## src/rtl/digit_entry_pkg.sv

```systemverilog
// Shared constants and FSM encoding for the digit-entry front end.
package digit_entry_pkg;
   typedef enum logic [1:0] {ST_IDLE, ST_CONV, ST_DONE} state_e;

   localparam int          NUM_DIGITS = 4;
   localparam logic [3:0]  DIGIT_MAX  = 4'd9;
   localparam int          NUM_BTNS   = 5;
   localparam int          BTN_UP     = 0;
   localparam int          BTN_DOWN   = 1;
   localparam int          BTN_LEFT   = 2;
   localparam int          BTN_RIGHT  = 3;
   localparam int          BTN_ENTER  = 4;
endpackage

```

## src/rtl/digit_entry_btn_debounce.sv

```systemverilog
// Two-flop synchroniser, hold-time debouncer and press (rising-edge) pulse.
module btn_debounce #(
   parameter int DEBOUNCE_CYCLES = 4
) (
   input  logic slow_clk,
   input  logic reset,
   input  logic raw,
   output logic press
);
   logic       sync1_q, sync1_d, sync2_q, sync2_d;
   logic       db_q, db_d, db_prev_q, db_prev_d;
   logic [7:0] cnt_q, cnt_d;

   always_comb begin
      sync1_d   = raw;
      sync2_d   = sync1_q;
      db_prev_d = db_q;
      db_d      = db_q;
      cnt_d     = '0;
      // The count of disagreeing cycles reaching DEBOUNCE_CYCLES flips the level.
      if (sync2_q != db_q) begin
         if (cnt_q == 8'(DEBOUNCE_CYCLES - 1)) db_d = sync2_q;
         else                                  cnt_d = cnt_q + 8'd1;
      end
      press = db_q & ~db_prev_q;
   end

   always_ff @(posedge slow_clk) begin
      if (reset) begin
         sync1_q   <= 1'b0;
         sync2_q   <= 1'b0;
         db_q      <= 1'b0;
         db_prev_q <= 1'b0;
         cnt_q     <= '0;
      end else begin
         sync1_q   <= sync1_d;
         sync2_q   <= sync2_d;
         db_q      <= db_d;
         db_prev_q <= db_prev_d;
         cnt_q     <= cnt_d;
      end
   end
endmodule

```

## src/rtl/digit_entry.sv

```systemverilog
// Button-driven four-digit BCD editor with multi-cycle BCD-to-binary conversion.
module digit_entry
   import digit_entry_pkg::*;
#(
   parameter int DEBOUNCE_CYCLES = 4
) (
   input  logic        slow_clk,
   input  logic        reset,
   input  logic        btn_up_raw,
   input  logic        btn_down_raw,
   input  logic        btn_left_raw,
   input  logic        btn_right_raw,
   input  logic        btn_enter_raw,
   output logic [15:0] digits,
   output logic [1:0]  cursor,
   output logic [15:0] value,
   output logic        value_valid,
   output logic        busy
);
   logic [NUM_BTNS-1:0] btn_raw, press;

   assign btn_raw = {btn_enter_raw, btn_right_raw, btn_left_raw, btn_down_raw, btn_up_raw};

   for (genvar i = 0; i < NUM_BTNS; i++) begin : g_btn
      btn_debounce #(.DEBOUNCE_CYCLES(DEBOUNCE_CYCLES)) u_db (
         .slow_clk (slow_clk),
         .reset    (reset),
         .raw      (btn_raw[i]),
         .press    (press[i])
      );
   end

   // Index 0 is the thousands digit, matching the cursor numbering.
   logic [NUM_DIGITS-1:0][3:0] dig_q, dig_d, snap_q, snap_d;
   logic [1:0]  cur_q, cur_d, idx_q, idx_d;
   logic [15:0] acc_q, acc_d, value_q, value_d;
   state_e      state_q, state_d;

   logic up, down, left, right;
   assign up    = press[BTN_UP];
   assign down  = press[BTN_DOWN];
   assign left  = press[BTN_LEFT];
   assign right = press[BTN_RIGHT];

   always_comb begin
      state_d = state_q;
      dig_d   = dig_q;
      cur_d   = cur_q;
      snap_d  = snap_q;
      acc_d   = acc_q;
      idx_d   = idx_q;
      value_d = value_q;
      case (state_q)
         ST_IDLE: begin
            if (press[BTN_ENTER]) begin
               snap_d  = dig_q;
               acc_d   = '0;
               idx_d   = '0;
               state_d = ST_CONV;
            end else begin
               if (up && !down)
                  dig_d[cur_q] = (dig_q[cur_q] == DIGIT_MAX) ? 4'd0 : dig_q[cur_q] + 4'd1;
               else if (down && !up)
                  dig_d[cur_q] = (dig_q[cur_q] == 4'd0) ? DIGIT_MAX : dig_q[cur_q] - 4'd1;
               if (right && !left)      cur_d = cur_q + 2'd1;
               else if (left && !right) cur_d = cur_q - 2'd1;
            end
         end
         ST_CONV: begin
            acc_d = (acc_q << 3) + (acc_q << 1) + {12'd0, snap_q[idx_q]};
            idx_d = idx_q + 2'd1;
            if (idx_q == 2'd3) begin
               value_d = acc_d;
               state_d = ST_DONE;
            end
         end
         ST_DONE: state_d = ST_IDLE;
         default: state_d = ST_IDLE;
      endcase
   end

   always_ff @(posedge slow_clk) begin
      if (reset) begin
         state_q <= ST_IDLE;
         dig_q   <= '0;
         cur_q   <= '0;
         snap_q  <= '0;
         acc_q   <= '0;
         idx_q   <= '0;
         value_q <= '0;
      end else begin
         state_q <= state_d;
         dig_q   <= dig_d;
         cur_q   <= cur_d;
         snap_q  <= snap_d;
         acc_q   <= acc_d;
         idx_q   <= idx_d;
         value_q <= value_d;
      end
   end

   assign digits      = {dig_q[0], dig_q[1], dig_q[2], dig_q[3]};
   assign cursor      = cur_q;
   assign value       = value_q;
   assign value_valid = (state_q == ST_DONE);
   assign busy        = (state_q != ST_IDLE);
endmodule

```

## config.mk

```make
export PLATFORM = sky130hd
export DESIGN_NAME = digit_entry
export DESIGN_NICKNAME = d
export VERILOG_FILES = /design/src/rtl/digit_entry_pkg.sv /design/src/rtl/digit_entry_btn_debounce.sv /design/src/rtl/digit_entry.sv
export SDC_FILE = /design/constraint.sdc
export NUM_CORES = 1
export LEC_CHECK = 0
export BUFFER_PORTS_ARGS = -buffer_cell sky130_fd_sc_hd__buf_2
export CORE_MARGIN = 5
export CORE_UTILIZATION = 60
export DETAILED_ROUTE_END_ITERATION = 6
export PLACE_DENSITY_LB_ADDON = 0.08
export SLEW_MARGIN = 20
export SYNTH_ARGS = -nofsm -noshare
export SYNTH_HDL_FRONTEND = slang
export SYNTH_SLANG_ARGS = --single-unit
```

## constraint.sdc

```tcl
create_clock -name slow_clk -period 4.5 [get_ports slow_clk]
set_input_delay 0.45 -clock slow_clk [delete_from_list [all_inputs] [get_ports slow_clk]]
set_output_delay 0.45 -clock slow_clk [all_outputs]
set_load 0.005 [all_outputs]
```

==> results.ini <==
[synth]
synth_fp_nets = 729
synth.most_common_cell = dfxtp_1
synthFlopType = dfxtp_1
synth_cells = 683
synth_top_area_cell = dfxtp_1
synth_seq_cells = 129
synth_edf_count = 0
synth_seq_area_share = 0.427
async_reset_ff_frac = 0
synth_area_leaders = dfxtp_1 (43%), ha_1 (7.7%), nand2_1 (5.2%)
synth_common_cells = dfxtp_1 (129), nand2_1 (83), nor2_1 (74), a21oi_1 (54), nand3_1 (46)
synth.distinct_cells = 49
syn_avg_cell_area_um2 = 8.85
netlist.area_leader.share = 0.427
ys.warnings.count = 0
netlist_area_mm2 = 0.00605

[grt]
grt_pass1_vias = 4690
grt_max_degree = 72
antenna_found_initial = 0
gr-total-overflow = 0
grt_pass1_wl_um = 21900
grt_usage = 0.231

[detailed_routing]
vias = 4912
vias_per_cell = 5.71
wl_per_cell_um = 14.9
dr.pass1.iters = 5
wirelength_um = 12800
route.detailed.drc = 0
final_antenna_net_count = 0
drt_iter0_markers = 357

[critical_path]
cp_top_family = adder cells
cp_common_cell = ha_1
worstPathMaxFanout = 7
worst-path-buf-inv = 0
arrival_ps = 4100
crit_type = reg -> reg
rrSetupSlack_ps = 870
slowest_stage = mux4_2
worstPathRequired_ps = 4970
path_cells = mux4_2, ha_1, ha_1, fa_1, a211oi_1, o21bai_1, a21oi_1, nor3_1, or4_1, nand3_1
r2r-end = value[14]
r2r-start = idx_q[0]
end_kind = register
worst_setup_path_start_kind = register
cpPeakStageDelay_ps = 550
reg2reg_depth = 10

[die]
die_y_um = 110
start_util = 0.616
io_pins = 43
num_rows = 36
core_mm2 = 0.00982
dieArea_mm2 = 0.0122
die_x_um = 110

[worst_hold_path]
min_from = btn_up_raw
holdPathEnd = g_btn[0].u_db.sync1_q
holdCritPathClass = in -> reg
whs_path_depth = 2

[clocking]
post_cts_resized = 0
cts_buffers = 17
cts_setup_buffers = 0
htreeDepth = 4
clockRootBuffer = clkbuf_8
clk_pin_slew_ps = 60
cts_tree = done
cts.sinks = 129
worstSkewPairLatency_ps = 530
clockBufferDepth = 2
cts-hold-fix-buffers = 0

[pwr]
peakVddDrop_v = 0.000320
seqPwrFrac = 0.451
switching_power_w = 0.000547
swShare = 0.215
p_per_area_mw_per_mm2 = 369
internal-power_w = 0.00200
clock_power_share = 0.538
power.leakage_nw = 2.92
comb_power_share = 0.011

[sta]
fmax_ghz = 0.275
min_period_ps = 3630
drv_slew = 0
final_hold_viol_count = 0
fin_tns_setup_ps = 0
final.period_utilization = 0.808
maxSlewHeadroom = 0.332
skew_ps = 7.42
rsz0062_at_grt = no
final.setup.worst_slack_ps = 866
setup_violations = 0
timing_worst_slew_pin_value_ps = 1000

[finish]
fillers = 792
layout-drive-gt1-share = 0.120
nets = 760
stdcell_area_mm2 = 0.00691
regArea_mm2 = 0.00258
fin_cells = 860
diodes = 0
area_growth_syn_to_layout_pct = 14.3
multiInputGateArea_mm2 = 0.00328

[placement]
dp_hpwl_um = 8580
dp.cells = 828
io_buffers = 42
pre_cts_ws_ps = 921
post_dp_cell_area_mm2 = 0.00631
gp_congestion = 0.862

[outcome]
status = finished, final reports clean

[flow_run]
max_cap_violations = 0

-- logic make-up (layout without fill, tap and decap cells) --
group / Yosys count / after routing / synth area share
compound gates: 101 / 101 / 0.101
flops: 129 / 129 / 0.427
fa+ha+maj: 39 / 39 / 0.0832
mux: 24 / 24 / 0.0567
buf+inv: 46 / 90 / 0.0304
xor+xnor: 44 / 44 / 0.0637
simple gates: 300 / 300 / 0.238
-- metal layers --
| layer | GRT usage | part of all wire | vias up |
|---|---|---|---|
| met4 | 0.0880 | 0.017 | 0 |
| met3 | 0.0577 | 0.045 | 20 |
| met5 | 0 | 0 | - |
| met1 | 0.289 | 0.46 | 2323 |
| li1 | - | - | 2462 |
| met2 | 0.386 | 0.48 | 107 |
-- sequential cells by signal, summed over array words and instances (netlist names), 5 cells and up --
register              count
value                    16
g_btn.u_db.sync1_q        5
g_btn.u_db.cnt_q         40
g_btn.u_db.db_prev_q      5
digits                   16
acc_q                    15
g_btn.u_db.db_prev_d      5
g_btn.u_db.sync2_q        5
snap_q                   16
-- layout make-up --
class | instances | area share
timing repair buffer | 45 | 0.0337
clock inverter | 15 | 0.0266
inverter | 13 | 0.00706
sequential | 129 | 0.374
clock buffer | 17 | 0.0599
tap | 133 | 0.0241
multi-input combinational | 508 | 0.475
-- cells in the final DEF (no fill, tap or decap), types with 16 or more instances in the layout --
master     synthesis  final
a21oi_1           54     54
and3_1            17     17
buf_2              3     42
clkbuf_16          0     16
dfxtp_1          129    129
ha_1              37     37
nand2_1           83     83
nand3_1           46     46
nor2_1            74     74
nor2b_1           20     20
nor3_1            18     18
xnor2_1           19     19
xor2_1            25     25
-- through the flow --
stage	utilization	hold slack, ps	total power (W)
floorplan	-	413	0.00120
global placement	0.643	420	0.00120
detailed placement	0.643	428	0.00120
CTS	0.704	118	0.00257
global route	0.704	153	0.00264
finish	0.704	140	0.00255
-- worst max-delay path by stage --
stage | startpoint | slack, ps | cells past startpoint | endpoint
finish | idx_q[0] | 870 | 10 | value[14]
detailed placement | idx_q[0] | 920 | 10 | value[14]
global route | idx_q[0] | 640 | 11 | acc_q[13]
global placement | idx_q[0] | 990 | 10 | value[14]
CTS | idx_q[0] | 860 | 10 | value[14]
floorplan | idx_q[0] | 1050 | 12 | acc_q[13]
-- power groups by stage --
stage	Sequential, W	Combinational (W)	Clock, W
after floorplan	0.00118	0.0000216	0
after global placement	0.00118	0.0000281	0
after detailed placement	0.00118	0.0000287	0
after CTS	0.00115	0.0000292	0.00139
after global routing	0.00115	0.0000328	0.00145
final	0.00115	0.0000289	0.00137
(Power assumes the default switching activity.)
